**src/rtl/div_seq_pkg.sv**
```systemverilog
// Shared types for the div_seq iterative divider: ALU select codes, RV32M divide
// opcodes, FSM state encoding and the debug observation struct.
package div_seq_pkg;

    localparam int ALUSEL_W = 4;
    typedef logic [ALUSEL_W-1:0] alu_sel_t;
    localparam alu_sel_t ALUSEL_ADD = 4'd0;
    localparam alu_sel_t ALUSEL_SUB = 4'd1;

    typedef enum logic [1:0] {
        DIVOP_DIV  = 2'b00,
        DIVOP_DIVU = 2'b01,
        DIVOP_REM  = 2'b10,
        DIVOP_REMU = 2'b11
    } div_op_e;

    typedef enum logic [2:0] {
        ST_IDLE  = 3'd0,
        ST_ABS_A = 3'd1,
        ST_ABS_B = 3'd2,
        ST_ITER  = 3'd3,
        ST_FIX   = 3'd4,
        ST_DONE  = 3'd5
    } div_state_e;

    typedef struct packed {
        div_state_e state;
        logic [4:0] cnt;
        logic       step_ok;
    } div_dbg_t;

    // Bit 0 of the opcode selects unsigned, bit 1 selects remainder.
    function automatic logic op_signed(input logic [1:0] op);
        return ~op[0];
    endfunction

    function automatic logic op_rem(input logic [1:0] op);
        return op[1];
    endfunction

endpackage

```
**src/rtl/div_seq_if.sv**
```systemverilog
// Request/result and shared-ALU signal bundle for div_seq. The master side
// requests divides and also models the shared ALU result path.
interface div_seq_if #(parameter int WIDTH = 32);
    import div_seq_pkg::*;

    // start_i is a level request sampled only while busy_o is low; done_o is a
    // single-cycle pulse and result_o stays stable until the next done_o.
    logic             start_i;
    logic [1:0]       op_i;
    logic [WIDTH-1:0] dividend_i;
    logic [WIDTH-1:0] divisor_i;
    logic             flush_i;
    logic             busy_o;
    logic             done_o;
    logic [WIDTH-1:0] result_o;
    logic             alu_req_o;
    logic [WIDTH-1:0] alu_a_o;
    logic [WIDTH-1:0] alu_b_o;
    alu_sel_t         alu_sel_o;
    logic [WIDTH-1:0] alu_res_i;

    modport master (
        output start_i, op_i, dividend_i, divisor_i, flush_i, alu_res_i,
        input  busy_o, done_o, result_o, alu_req_o, alu_a_o, alu_b_o, alu_sel_o
    );

    modport slave (
        input  start_i, op_i, dividend_i, divisor_i, flush_i, alu_res_i,
        output busy_o, done_o, result_o, alu_req_o, alu_a_o, alu_b_o, alu_sel_o
    );

endinterface

```
**src/rtl/div_seq_step.sv**
```systemverilog
// One restoring-division step: shift, local unsigned compare, and selection
// between the borrowed ALU difference and the shifted partial remainder.
module div_step #(
    parameter int WIDTH = 32
) (
    input  logic [WIDTH-1:0] rem,
    input  logic [WIDTH-1:0] quo,
    input  logic [WIDTH-1:0] abs_b,
    input  logic [WIDTH-1:0] alu_res,
    output logic [WIDTH-1:0] s_low,
    output logic             ok,
    output logic [WIDTH-1:0] rem_next,
    output logic [WIDTH-1:0] quo_next
);

    logic [WIDTH:0] s;

    // A set s[WIDTH] means s exceeds any divisor; the wrapped ALU difference is still exact.
    always_comb begin
        s        = {rem, quo[WIDTH-1]};
        s_low    = s[WIDTH-1:0];
        ok       = s[WIDTH] | (s_low >= abs_b);
        rem_next = ok ? alu_res : s_low;
        quo_next = {quo[WIDTH-2:0], ok};
    end

endmodule

```
**src/rtl/div_seq.sv**
```systemverilog
// Iterative RV32M DIV/DIVU/REM/REMU sequencer that borrows the EX-stage ALU.
// Optional last-result reuse for DIV/REM pairs is enabled by defining DIV_REUSE_EN.
module div_seq
    import div_seq_pkg::*;
#(
    parameter int WIDTH = 32
) (
    input  logic       clk,
    input  logic       rst,
    div_seq_if.slave   bus,
    output div_dbg_t   dbg
);

    localparam int CW = $clog2(WIDTH);
    localparam logic [WIDTH-1:0] INT_MIN = {1'b1, {(WIDTH-1){1'b0}}};

    div_state_e       state;
    logic [1:0]       op_q;
    logic [WIDTH-1:0] a_q;
    logic [WIDTH-1:0] b_q;
    logic [WIDTH-1:0] abs_b;
    logic [WIDTH-1:0] rem_q;
    logic [WIDTH-1:0] quo_q;
    logic [CW-1:0]    cnt;
    logic [WIDTH-1:0] result_q;

    logic [WIDTH-1:0] s_low;
    logic             step_ok;
    logic [WIDTH-1:0] rem_nx;
    logic [WIDTH-1:0] quo_nx;

    logic             req_signed;
    logic             req_rem;
    logic             req_overflow;
    logic             neg_a;
    logic             neg_b;
    logic             fix_neg;
    logic [WIDTH-1:0] fix_val;

    logic             alu_req;
    logic [WIDTH-1:0] alu_a;
    logic [WIDTH-1:0] alu_b;
    alu_sel_t         alu_sel;

`ifdef DIV_REUSE_EN
    logic             last_valid;
    logic             last_signed;
    logic [WIDTH-1:0] last_a;
    logic [WIDTH-1:0] last_b;
    logic [WIDTH-1:0] last_quo;
    logic [WIDTH-1:0] last_rem;
    logic             reuse_hit;
    logic             reuse_neg;
    logic [WIDTH-1:0] reuse_mag;
`endif

    div_step #(.WIDTH(WIDTH)) u_step (
        .rem      (rem_q),
        .quo      (quo_q),
        .abs_b    (abs_b),
        .alu_res  (bus.alu_res_i),
        .s_low    (s_low),
        .ok       (step_ok),
        .rem_next (rem_nx),
        .quo_next (quo_nx)
    );

    always_comb begin
        req_signed   = op_signed(bus.op_i);
        req_rem      = op_rem(bus.op_i);
        req_overflow = req_signed && (bus.dividend_i == INT_MIN) && (bus.divisor_i == '1);
        neg_a        = op_signed(op_q) & a_q[WIDTH-1];
        neg_b        = op_signed(op_q) & b_q[WIDTH-1];
        fix_val      = op_rem(op_q) ? rem_q : quo_q;
        // The remainder takes the dividend's sign, the quotient the XOR of both signs.
        fix_neg      = op_rem(op_q) ? neg_a : (neg_a ^ neg_b);
    end

`ifdef DIV_REUSE_EN
    always_comb begin
        reuse_hit = last_valid && (bus.dividend_i == last_a) && (bus.divisor_i == last_b)
                    && (req_signed == last_signed);
        reuse_neg = req_signed && (req_rem ? bus.dividend_i[WIDTH-1]
                                           : (bus.dividend_i[WIDTH-1] ^ bus.divisor_i[WIDTH-1]));
        reuse_mag = req_rem ? last_rem : last_quo;
    end
`endif

    // ALU operands are decoded from registered state only, so there is no
    // input-to-output path apart from alu_res_i feeding back into state.
    always_comb begin
        alu_req = 1'b0;
        alu_a   = '0;
        alu_b   = '0;
        alu_sel = ALUSEL_ADD;
        case (state)
            ST_ABS_A: begin
                alu_req = 1'b1;
                if (neg_a) begin
                    alu_b   = a_q;
                    alu_sel = ALUSEL_SUB;
                end else begin
                    alu_a   = a_q;
                end
            end
            ST_ABS_B: begin
                alu_req = 1'b1;
                if (neg_b) begin
                    alu_b   = b_q;
                    alu_sel = ALUSEL_SUB;
                end else begin
                    alu_a   = b_q;
                end
            end
            ST_ITER: begin
                alu_req = 1'b1;
                alu_a   = s_low;
                alu_b   = abs_b;
                alu_sel = ALUSEL_SUB;
            end
            ST_FIX: begin
                alu_req = 1'b1;
                if (fix_neg) begin
                    alu_b   = fix_val;
                    alu_sel = ALUSEL_SUB;
                end else begin
                    alu_a   = fix_val;
                end
            end
            default: ;
        endcase
    end

    always_ff @(posedge clk) begin
        if (rst) begin
            state    <= ST_IDLE;
            op_q     <= '0;
            a_q      <= '0;
            b_q      <= '0;
            abs_b    <= '0;
            rem_q    <= '0;
            quo_q    <= '0;
            cnt      <= '0;
            result_q <= '0;
`ifdef DIV_REUSE_EN
            last_valid  <= 1'b0;
            last_signed <= 1'b0;
            last_a      <= '0;
            last_b      <= '0;
            last_quo    <= '0;
            last_rem    <= '0;
`endif
        end else if (bus.flush_i) begin
            state <= ST_IDLE;
`ifdef DIV_REUSE_EN
            last_valid <= 1'b0;
`endif
        end else begin
            case (state)
                ST_IDLE: begin
                    if (bus.start_i) begin
                        op_q <= bus.op_i;
                        a_q  <= bus.dividend_i;
                        b_q  <= bus.divisor_i;
                        if (bus.divisor_i == '0) begin
                            result_q <= req_rem ? bus.dividend_i : '1;
                            state    <= ST_DONE;
                        end else if (req_overflow) begin
                            result_q <= req_rem ? '0 : INT_MIN;
                            state    <= ST_DONE;
                        end
`ifdef DIV_REUSE_EN
                        else if (reuse_hit) begin
                            result_q <= reuse_neg ? (~reuse_mag + 1'b1) : reuse_mag;
                            state    <= ST_DONE;
                        end
`endif
                        else begin
                            state <= ST_ABS_A;
                        end
                    end
                end
                ST_ABS_A: begin
                    quo_q <= bus.alu_res_i;
                    state <= ST_ABS_B;
                end
                ST_ABS_B: begin
                    abs_b <= bus.alu_res_i;
                    rem_q <= '0;
                    cnt   <= '0;
                    state <= ST_ITER;
                end
                ST_ITER: begin
                    rem_q <= rem_nx;
                    quo_q <= quo_nx;
                    cnt   <= cnt + 1'b1;
                    if (cnt == CW'(WIDTH - 1)) begin
                        state <= ST_FIX;
                    end
                end
                ST_FIX: begin
                    result_q <= bus.alu_res_i;
                    state    <= ST_DONE;
`ifdef DIV_REUSE_EN
                    last_valid  <= 1'b1;
                    last_signed <= op_signed(op_q);
                    last_a      <= a_q;
                    last_b      <= b_q;
                    last_quo    <= quo_q;
                    last_rem    <= rem_q;
`endif
                end
                ST_DONE: state <= ST_IDLE;
                default: state <= ST_IDLE;
            endcase
        end
    end

    assign bus.busy_o    = (state != ST_IDLE);
    assign bus.done_o    = (state == ST_DONE);
    assign bus.result_o  = result_q;
    assign bus.alu_req_o = alu_req;
    assign bus.alu_a_o   = alu_a;
    assign bus.alu_b_o   = alu_b;
    assign bus.alu_sel_o = alu_sel;

    assign dbg.state   = state;
    assign dbg.cnt     = cnt;
    assign dbg.step_ok = step_ok;

endmodule

```
**src/flat_wrapper.sv**
```systemverilog
// flat-port wrapper written by rule: the top's interface ports become plain ports
module div_seq_flat import div_seq_pkg::*;
#(
    parameter int WIDTH = 32
)
  (clk, rst, dbg, bus_start_i, bus_op_i, bus_dividend_i, bus_divisor_i, bus_flush_i, bus_alu_res_i, bus_busy_o, bus_done_o, bus_result_o, bus_alu_req_o, bus_alu_a_o, bus_alu_b_o, bus_alu_sel_o);
  div_seq_if #(.WIDTH(WIDTH)) bus_i ();
  input  logic clk;
  input  logic rst;
  output div_dbg_t dbg;
  input wire logic [$bits(bus_i.start_i)-1:0] bus_start_i;
  input wire logic [$bits(bus_i.op_i)-1:0] bus_op_i;
  input wire logic [$bits(bus_i.dividend_i)-1:0] bus_dividend_i;
  input wire logic [$bits(bus_i.divisor_i)-1:0] bus_divisor_i;
  input wire logic [$bits(bus_i.flush_i)-1:0] bus_flush_i;
  input wire logic [$bits(bus_i.alu_res_i)-1:0] bus_alu_res_i;
  output wire logic [$bits(bus_i.busy_o)-1:0] bus_busy_o;
  output wire logic [$bits(bus_i.done_o)-1:0] bus_done_o;
  output wire logic [$bits(bus_i.result_o)-1:0] bus_result_o;
  output wire logic [$bits(bus_i.alu_req_o)-1:0] bus_alu_req_o;
  output wire logic [$bits(bus_i.alu_a_o)-1:0] bus_alu_a_o;
  output wire logic [$bits(bus_i.alu_b_o)-1:0] bus_alu_b_o;
  output wire logic [$bits(bus_i.alu_sel_o)-1:0] bus_alu_sel_o;
  assign bus_i.start_i = bus_start_i;
  assign bus_i.op_i = bus_op_i;
  assign bus_i.dividend_i = bus_dividend_i;
  assign bus_i.divisor_i = bus_divisor_i;
  assign bus_i.flush_i = bus_flush_i;
  assign bus_i.alu_res_i = bus_alu_res_i;
  assign bus_busy_o = bus_i.busy_o;
  assign bus_done_o = bus_i.done_o;
  assign bus_result_o = bus_i.result_o;
  assign bus_alu_req_o = bus_i.alu_req_o;
  assign bus_alu_a_o = bus_i.alu_a_o;
  assign bus_alu_b_o = bus_i.alu_b_o;
  assign bus_alu_sel_o = bus_i.alu_sel_o;
  div_seq #(.WIDTH(WIDTH)) u_core (.clk(clk), .rst(rst), .bus(bus_i), .dbg(dbg));
endmodule
```
**config.mk**
```make
export PLATFORM = sky130hd
export DESIGN_NAME = div_seq_flat
export DESIGN_NICKNAME = d
export VERILOG_FILES = /design/src/rtl/div_seq_pkg.sv /design/src/rtl/div_seq_if.sv /design/src/rtl/div_seq_step.sv /design/src/rtl/div_seq.sv /design/src/flat_wrapper.sv
export SDC_FILE = /design/constraint.sdc
export NUM_CORES = 1
export LEC_CHECK = 0
export ABC_AREA = 1
export CAP_MARGIN = 20
export CORE_MARGIN = 5
export CORE_UTILIZATION = 25
export CTS_CLUSTER_DIAMETER = 200
export DETAILED_ROUTE_END_ITERATION = 10
export DONT_BUFFER_PORTS = 1
export PLACE_DENSITY = 0.39
export SLEW_MARGIN = 20
export SYNTH_ARGS = -nofsm -noshare
export SYNTH_HDL_FRONTEND = slang
export SYNTH_SLANG_ARGS = --single-unit
```
**constraint.sdc**
```tcl
create_clock -name clk -period 2 [get_ports clk]
set_input_delay 0.3 -clock clk [delete_from_list [all_inputs] [get_ports clk]]
set_output_delay 0.3 -clock clk [all_outputs]
set_load 0.02 [all_outputs]
```
Word level (Yosys, flattened, before mapping)
Cells that the tools add are included.
Widths: inputs -> output; s select.
- register bits after elaboration: 202
- input port bits: 102
- output and inout port bits: 112
- logic and storage cells: 75
- $add $sub $neg: 1
- $lt $le $gt $ge: 1
- equality and inequality tests: 11
- mux-type cells: 30
- bitwise operators: 7
- reductions and logical operators: 16
- operator list (kind ; count):
    $mux 32 ; 13
    $pmux 32 s4 ; 2
    $pmux 32 s2 ; 3
    $eq 32x32->1 const B ; 2
    $ge 32x32->1 ; 1
    $logic_not 32->1 ; 1
    $pmux 4 s4 ; 1
    $pmux 3 s5 ; 1
    $mux 3 ; 4
    $pmux 5 s2 ; 1
    $reduce_and 2->1 ; 4
    $eq 3x2->1 const B ; 2
    $eq 3x3->1 const B ; 2
    $reduce_bool 2->1 ; 3
    $add 5x1->5 const B ; 1
    $eq 5x5->1 const B ; 1
    $mux 1 ; 5
    $reduce_and 4->1 ; 1
    $reduce_or 4->1 ; 1
    $eq 3x1->1 const B ; 1
    $logic_not 3->1 ; 1
    $ne 3x1->1 const B ; 1
    $not 1->1 ; 3
    $reduce_and 3->1 ; 1
    other kinds (8) ; 10

Longest topological paths before layout
Gate-level depths: netlist (run 1).
- word-level depth: 7
- mapped depth: 17

By module
From an unflattened synthesis (run 1), not the netlist that was laid out.
- cell total of the unflattened synthesis: 1866
- area, all modules: 12165.4 um2
- modules (own cells, without submodules) (module ; times used ; cells each ; area an instance (um2)):
    div_seq ; 1 ; 1557 ; 10344.9
    div_step ; 1 ; 309 ; 1820.5

Least setup slack after synthesis (run 1)
No wires, ideal clock.
- kind: register -> output
- start: register u_core.state[0]
- end: output port bus_alu_b_o[21]
- arrival: 1.691 ns
- required time: 1.700 ns
- slack: 0.009 ns
- cell stages (with the launch flop): 8
- cell sequence: dfxtp_1 > inv_2 > nor2_1 > nand2_1 > nor3_2 > clkbuf_1 > a22oi_1 > o211ai_1
- word-level cells in the longest chain between the ends: 2
- ends and longest elaborated chain (item ; line ; text):
    start: declaration ; div_seq.sv:17 ; div_state_e state;
    start signal: assignment ; div_seq.sv:136 ; state <= ST_IDLE;
    start signal: assignment ; div_seq.sv:154 ; state <= ST_IDLE;
    start signal: assignment ; div_seq.sv:167 ; state <= ST_DONE;
    $eq 3x3->1 (tied with other cells) ; div_seq.sv:96 ; case (state)
    $pmux 32 s4 (*) ; div_seq.sv:96 ;
    end: declaration ; flat_wrapper.sv:22 ; output wire logic [$bits(bus_i.alu_b_o)-1:0] bus_alu_b_o;
Every way passes the cells marked *; elsewhere a longest branch is shown, timed or not.

Final worst setup path (run 1)
- start: register u_core.b_q[31]
- end: output port bus_alu_b_o[17]
- word-level cells in the longest chain between the ends: 5
- ends and longest elaborated chain (item ; line ; text):
    start: declaration ; div_seq.sv:20 ; logic [WIDTH-1:0] b_q;
    start signal: assignment ; div_seq.sv:164 ; b_q <= bus.divisor_i;
    $and 1x1->1 (*) ; div_seq.sv:73 ; neg_b = op_signed(op_q) & b_q[WIDTH-1];
    $xor 1x1->1 ; div_seq.sv:76 ; fix_neg = op_rem(op_q) ? neg_a : (neg_a ^ neg_b);
    $mux 1 ; div_seq.sv:76 ;
    $mux 32 ; div_seq.sv:123 ; if (fix_neg) begin
    $pmux 32 s4 (*) ; div_seq.sv:96 ;
Marks and branches as above.

==> results of run 1 <==
cell families (layout without fill, tap and decap cells):
kind of cell	after synthesis	in the layout	share of synthesized area
compound gates	474	474	0.244
fa+ha+maj	34	34	0.0370
buf+inv	308	595	0.110
flops	202	202	0.352
other cells	1	3	0.000326
simple gates	705	705	0.257
worst min path at each step:
stage / endpoint / slack, ps / depth (start not counted)
after floorplan: u_core.a_q[18] / 430 / 2
after global placement: u_core.bus.result_o[18] / 380 / 1
after detailed placement: u_core.bus.result_o[18] / 380 / 1
after CTS: u_core.abs_b[25] / 2 / 2
after global routing: u_core.abs_b[4] / 20 / 2
final: u_core.abs_b[2] / 30 / 2
final cells by class:
cell class              count  area, um^2
clock buffers              38         787
multi-input cells        1216        7440
fillers                  4760       27400
inverters                 180         682
repair buffers            367        4120
flip-flops and latches    202        4090
clock inverters            10         154
well taps                 600         751
state kept, by name, indices dropped and copies added, names as in the netlist, 3 cells and up:
name / count
u_core.a_q: 32
u_core.abs_b: 32
u_core.b_q: 32
u_core.bus.result_o: 32
u_core.quo_q: 32
u_core.rem_q: 32
u_core.cnt: 5
u_core.state: 3
timing repair:
item	in CTS	in global routing
pin swaps	31	61
endpoints found under the hold margin	150	0
hold buffers	80	0
cloned	6	10
gates resized for setup	188	196
setup buffers	31	16
endpoints found under the setup margin	100	106
worst max-delay path, stage by stage, from the launching register on:
cell and delay, ps:
dfxtp_2 330, inv_2 50, nor2_4 90, inv_2 50
nor2_1 80, nand2_1 60, nand2_2 120, inv_2 70
nor2_4 100, buf_12 170, buf_12 150, nand2_2 40
o211ai_1 160, buf_4 200
power breakdown:
group | internal [W] | switching, W
Sequential | 0.00418 | 0.000167
Clock | 0.00323 | 0.00202
Combinational | 0.00112 | 0.00146
Total | 0.00853 | 0.00365
cell usage after synthesis, drive strengths merged (2+ instances only):
master / n
nand2: 321
nor2: 230
dfxtp: 202
inv: 180
a21oi: 174
o21ai: 121
nand3: 101
o211ai: 92
clkbuf: 70
a22oi: 64
buf: 58
nand4: 45
ha: 34
o22ai: 15
nor3: 7
a211oi: 2
a21o: 2
metrics by stage:
step	TNS (ps)	cells	setup WS, ps	utilization	instance area [um^2]
floorplan	0	1726	8.57	-	11500
global placement	-6520	2430	-192	0.307	13900
detailed placement	-7020	2430	-177	0.307	13900
CTS	-33070	2591	-605	0.372	16900
global route	-37330	2613	-648	0.397	18000
finish	-28650	2613	-562	0.397	18000
per-layer routing:
| layer | share of wire | track usage | vias to the layer above |
|---|---|---|---|
| met2 | 0.47 | 0.357 | 466 |
| met3 | 0.064 | 0.0368 | 108 |
| met4 | 0.045 | 0.0886 | 0 |
| li1 | - | - | 6384 |
| met1 | 0.42 | 0.276 | 6355 |
| met5 | 0 | 0 | - |
==> results.json, run 1 <==
{
  "start_util": 0.253,
  "syn_inst": 1724,
  "cts_buffer_depth": 3,
  "wl_mm": 59.4,
  "path_clk_slew_ps": 60,
  "h-tree-depth": 1,
  "grt_usage": 0.215,
  "final_cell_mix": "nand2_1, nor2_1, buf_4",
  "fin_ws_ps": -562,
  "dieArea_um2": 50400,
  "worst_slew_pin_slew_ps": 526,
  "cts_made_buffers": 27,
  "yosysSeqAreaShare": 0.352,
  "netlist_area_um2": 11500,
  "worstPathArrival_ps": 2260,
  "grt_pass1_wl_mm": 82.6,
  "synth_top_area_share": 0.352,
  "fin_crit_ps": 2560,
  "syn_avg_cell_area_um2": 6.67,
  "period_share": 1.28,
  "dr.pass1.iters": 5,
  "maxCapViolCount": 0,
  "r2r_slack_ps": -80,
  "ios": 214,
  "dieHeight_um": 224,
  "crit_type": "flop to output pin",
  "antenna_found_initial": 0,
  "vias_per_cell": 5.09,
  "gp_congestion": 0.865,
  "total_leakage_power_nw": 7.63,
  "vias": 13300,
  "ys.warnings.count": 0,
  "reg2reg_depth": 14,
  "min_from": "bus_alu_res_i[2]",
  "finalHoldViolations": 0,
  "async_flop_share": 0,
  "port_buffers": 0,
  "clkSinkCount": 202,
  "critPathLaunchType": "flop",
  "cts_tree": "yes",
  "synth_top_cell_by_area": "dfxtp_1",
  "n_antenna_cell": 0,
  "ys_top_cells_by_area": "dfxtp_1, nand2_1, a21oi_1",
  "violations": "negative setup slack",
  "yosys_most_used_dff": "dfxtp_1",
  "report.final.slew_viol_count": 0,
  "cellPowerDensity_nw_per_um2": 675,
  "rows": 78,
  "r2r_end": "u_core.rem_q[26]",
  "fin_nets": 2130,
  "ys_seq_elements": 202,
  "skew_ps": 21.4,
  "initialDrtViolationCount": 921,
  "grt_max_degree": 71,
  "drcViolationCount": 0,
  "hold_class": "primary input to flop",
  "layout-drive-gt1-share": 0.298,
  "crit_path_end_kind": "output pin",
  "grt_overflow": 0,
  "endpoint": "bus_alu_b_o[17]",
  "first_global_vias": 12700,
  "vdd_drop_max_uv": 613,
  "post_drt_wl_per_cell_um": 22.7,
  "cp_max_fo": 8,
  "clk_latency_ps": 570,
  "dpl.hpwl_mm": 39.8,
  "relSlewSlack": 0.650,
  "rsz0062_at_grt": "true",
  "final_common_cell": "nand2_1",
  "hold_ws_ps": 27.8,
  "synth-edff-count": 0,
  "timing.fmax_mhz": 390,
  "die_w_um": 224,
  "worstReg2RegStart": "u_core.rem_q[14]",
  "syn_to_final_growth_pct": 56.8,
  "cts_root_buf": "clkbuf_16",
  "final_antenna_net_count": 0,
  "cp-startpoint": "u_core.b_q[31]",
  "setup_viol": 84,
  "power_w": 0.0122,
  "status": "finished, violations left",
  "core_area_um2": 45400,
  "ys_types": 34,
  "cp_data_required_time_ps": 1700
}
(Power assumes the default switching activity.)
==> inputs of run 2 (changes only) <==
- CTS_CLUSTER_DIAMETER: 200 -> not set
- SKIP_LAST_GASP: not set -> 1
==> results.json, run 2 (same netlist as run 1, synthesis figures left out) <==
{
  "h-tree-depth": 1,
  "cp_cell_sequence": "inv_2 > nor2_4 > inv_2 > nor2_1 > nand2_1 > nand2_2 > inv_2 > nor2_4 > buf_12 > buf_12 > nand2_2 > o211ai_1 > buf_4",
  "timing.fmax_mhz": 390,
  "fin_ws_ps": -564,
  "dieHeight_um": 224,
  "rows": 78,
  "n_antenna_cell": 0,
  "grt_max_degree": 71,
  "grt_pass1_wl_mm": 82.7,
  "design_area_um2": 18000,
  "final_common_cell": "nand2_1",
  "worstPathArrival_ps": 2260,
  "cp_data_required_time_ps": 1700,
  "place_area_um2": 13900,
  "cpMostUsedCell": "inv_2",
  "multi_input_area_um2": 7430,
  "skew_ps": 22.8,
  "grt_usage": 0.214,
  "violations": "negative setup slack",
  "gp_congestion": 0.865,
  "cellPowerDensity_nw_per_um2": 670,
  "layout-drive-gt1-share": 0.294,
  "fin_crit_ps": 2560,
  "crit_path_end_kind": "output pin",
  "report.final.slew_viol_count": 0,
  "vias": 13300,
  "dr.pass1.iters": 5,
  "r2r_slack_ps": -70,
  "critPathLaunchType": "flop",
  "die_w_um": 224,
  "cts_tree": "yes",
  "register_area_um2": 4090,
  "ios": 214,
  "dpl.hpwl_mm": 39.8,
  "endpoint": "bus_alu_b_o[1]",
  "status": "finished, violations left",
  "post_drt_wl_per_cell_um": 22.6,
  "final_cell_mix": "nand2_1, nor2_1, buf_4",
  "maxCapViolCount": 0,
  "fin_nets": 2132,
  "final_antenna_net_count": 0,
  "clkSinkCount": 202,
  "reg2reg_depth": 14,
  "grt_overflow": 0,
  "cts_buffer_depth": 3,
  "vias_per_cell": 5.09,
  "fillers": 4758,
  "rsz0062_at_grt": "true",
  "initialDrtViolationCount": 955,
  "first_global_vias": 12800,
  "cp_max_fo": 8,
  "syn_to_final_growth_pct": 56.5,
  "setup_viol": 85,
  "finalHoldViolations": 0,
  "cpPeakStageDelay_ps": 330,
  "min_from": "bus_alu_res_i[2]",
  "r2r_end": "u_core.rem_q[26]",
  "clk_latency_ps": 570,
  "path_clk_slew_ps": 60,
  "cts_made_buffers": 27,
  "hold_ws_ps": 29.1,
  "relSlewSlack": 0.645,
  "drcViolationCount": 0,
  "worst_slew_pin_slew_ps": 533,
  "core_area_um2": 45400,
  "start_util": 0.253,
  "vdd_drop_max_uv": 607,
  "period_share": 1.28,
  "total_leakage_power_nw": 7.63,
  "wl_mm": 59.2,
  "worstReg2RegStart": "u_core.rem_q[14]",
  "hold_class": "primary input to flop",
  "cts_root_buf": "clkbuf_16",
  "port_buffers": 0,
  "cp_slowest_cell": "dfxtp_2",
  "cp-startpoint": "u_core.b_q[31]",
  "antenna_found_initial": 0,
  "crit_type": "flop to output pin",
  "dieArea_um2": 50400
}
==> run 2: changes by cell type in the layout (fill, tap and decap cells not counted), sizes merged <==
| cell | delta |
|---|---|
| clkbuf | -1 |
| buf | +3 |
==> run 2: layout make-up <==
type | instances | share of cell area
clock inverters | 10 | 0.00856
well taps | 600 | 0.0417
flip-flops and latches | 202 | 0.227
inverters | 180 | 0.0378
repair buffers | 369 | 0.228
multi-input cells | 1216 | 0.413
clock buffers | 38 | 0.0438
==> run 2: how the worst min path moves through the flow <==
stage                     slack (ps)                       to  cells after the start
final                             30          u_core.abs_b[2]                      2
after global routing              20          u_core.abs_b[4]                      2
after CTS                          2         u_core.abs_b[25]                      2
after detailed placement         380  u_core.bus.result_o[18]                      1
after global placement           380  u_core.bus.result_o[18]                      1
after floorplan                  430           u_core.a_q[18]                      2
==> run 2: critical path, delay by kind of cell, from the launching register on <==
family          cells  cell delay, ps
compound gates      1             170
flops               1             330
buf+inv             6             690
simple gates        6             500
==> run 2: metrics by stage <==
step	setup TNS (ps)	utilization	cells	setup slack [ps]	power, W
after floorplan	0	-	1726	8.57	0.00537
after global placement	-6520	0.307	2430	-192	0.00611
after detailed placement	-7020	0.307	2430	-177	0.00612
after CTS	-33220	0.370	2591	-605	0.0118
after global routing	-38210	0.396	2615	-648	0.0125
final	-29450	0.396	2615	-564	0.0121
==> run 2: metal layers <==
layer	vias to the layer above	wire (um)	GRT usage
met1	6340	24900	0.275
met3	119	3470	0.0372
met5	-	0	0
met4	0	2880	0.0892
met2	467	28000	0.357
li1	6375	-	-
==> run 2: power by group <==
| group | leakage, nW | switching (W) | internal [W] |
|---|---|---|---|
| Clock | 0.468 | 0.00203 | 0.00323 |
| Sequential | 1.66 | 0.000164 | 0.00418 |
| Combinational | 5.51 | 0.00141 | 0.00104 |
==> run 2: what timing repair did <==
| action | CTS | global route |
|---|---|---|
| setup buffers | 31 | 19 |
| gates cloned | 6 | 9 |
| pin swaps | 29 | 63 |
| hold buffers | 80 | 0 |
| gates resized for setup | 171 | 201 |
| endpoints found under the hold margin | 150 | 0 |
| setup endpoints to repair | 100 | 116 |
==> inputs of run 3 (changes only) <==
- CTS_BUF_LIST: not set -> sky130_fd_sc_hd__clkbuf_8
==> results.json, run 3 (same netlist as run 1, synthesis figures left out) <==
{
  "tns_ps": -33570,
  "fin_crit_ps": 2600,
  "dieArea_um2": 50400,
  "placedCellCount": 2430,
  "hold_class": "primary input to flop",
  "grt_pass1_wl_mm": 83.7,
  "cp_max_fo": 8,
  "die_w_um": 224,
  "drcViolationCount": 0,
  "core_area_um2": 45400,
  "maxCapViolCount": 0,
  "syn_to_final_growth_pct": 60.1,
  "post_drt_wl_per_cell_um": 22.7,
  "layout-drive-gt1-share": 0.313,
  "skew_ps": 25.0,
  "vdd_drop_max_uv": 392,
  "finalHoldViolations": 0,
  "ios": 214,
  "antenna_found_initial": 0,
  "instances_no_fill": 2669,
  "initialDrtViolationCount": 965,
  "gp_congestion": 0.865,
  "wl_mm": 60.7,
  "cellPowerDensity_nw_per_um2": 650,
  "h-tree-depth": 2,
  "worstPathArrival_ps": 2300,
  "dr.pass1.iters": 5,
  "total_leakage_power_nw": 7.78,
  "final_common_cell": "nand2_1",
  "dpl.hpwl_mm": 39.8,
  "start_util": 0.253,
  "fin_nets": 2172,
  "status": "finished, violations left",
  "vias": 13500,
  "violations": "negative setup slack",
  "crit_path_end_kind": "output pin",
  "critPathLaunchType": "flop",
  "grt_usage": 0.219,
  "report.final.slew_viol_count": 0,
  "clk_latency_ps": 610,
  "grt_overflow": 0,
  "setup_viol": 85,
  "cts_tree": "yes",
  "port_buffers": 0,
  "rsz0062_at_grt": "true",
  "final_antenna_net_count": 0,
  "path_clk_slew_ps": 60,
  "crit_type": "flop to output pin",
  "period_share": 1.30,
  "fin_ws_ps": -601,
  "cp_data_required_time_ps": 1700,
  "clkSinkCount": 202,
  "timing.fmax_mhz": 385,
  "cts_made_buffers": 43,
  "dieHeight_um": 224,
  "final_cell_mix": "nand2_1, nor2_1, buf_4",
  "fillers": 4749,
  "grt_max_degree": 71,
  "first_global_vias": 13000,
  "vias_per_cell": 5.06,
  "cts_root_buf": "clkbuf_8",
  "rows": 78,
  "cts_buffer_depth": 3
}
run 3: cell count changes in the layout (fill, tap and decap cells not counted), moves of 8 or more:
cell / delta
clkbuf_16: -22
clkbuf_8: +52
inv_1: +13
dlygate4sd3_1: +14
nor2_2: +8
nor2_1: -11
run 3: layer usage:
layer,vias to the layer above,GRT usage,share of wire
li1,6477,-,-
met1,6406,0.274,0.42
met4,0,0.0909,0.045
met5,-,0,0
met3,129,0.0536,0.064
met2,496,0.361,0.47
run 3: final cells by class:
| type | instances | area (um^2) | area share |
|---|---|---|---|
| diodes | 1 | 2.50 | 0.000136 |
| clock buffers | 59 | 812 | 0.0441 |
| clock inverters | 18 | 128 | 0.00694 |
| inverters | 180 | 694 | 0.0377 |
| multi-input cells | 1216 | 7480 | 0.407 |
| flip-flops and latches | 202 | 4090 | 0.222 |
| well taps | 600 | 751 | 0.0408 |
| repair buffers | 392 | 4430 | 0.241 |
| repair inverters | 1 | 7.51 | 0.000408 |
run 3: metrics by stage:
step                utilization  cell area (um^2)  setup slack, ps  hold slack [ps]  total power [W]
global placement          0.307             13900             -192              379          0.00611
global route              0.405             18400             -720             22.6           0.0125
CTS                       0.372             16900             -670            0.719           0.0116
detailed placement        0.307             13900             -177              378          0.00612
finish                    0.405             18400             -601             39.9           0.0120
floorplan                     -             11500             8.57              435          0.00537
run 3: final timing paths:
kind                      from               end  slack (ps)  depth (start not counted)
max             u_core.b_q[31]   bus_alu_b_o[17]        -600                         13
min          bus_alu_res_i[14]  u_core.abs_b[14]          40                          2
max reg2reg    u_core.abs_b[2]   u_core.rem_q[0]         -70                         18
min reg2reg   u_core.rem_q[15]  u_core.rem_q[15]         490                          2
run 3: worst max-delay path, cell delays in order, from the launching register on:
cell and delay [ps]:
dfxtp_2 330, inv_2 50, nor2_4 90, inv_2 50, nor2_1 80, nand2_1 60, nand2_2 130, inv_2 70
nor2_4 100, buf_12 170, buf_12 150, nand2_2 50, o211ai_1 150, buf_4 200
run 3: where the power goes:
group	total (W)	internal, W	switching (W)
registers	0.00435	0.00418	0.000168
logic	0.00264	0.00116	0.00148
clock network	0.00498	0.00287	0.00211
total	0.0120	0.00820	0.00375
run 3: timing repair:
action,in CTS,in global routing
setup endpoints to repair,100,127
gates resized for setup,144,264
pin swaps,29,95
hold endpoints to repair,162,0
hold buffers,94,0
buffers inserted,32,24
gates cloned,6,14
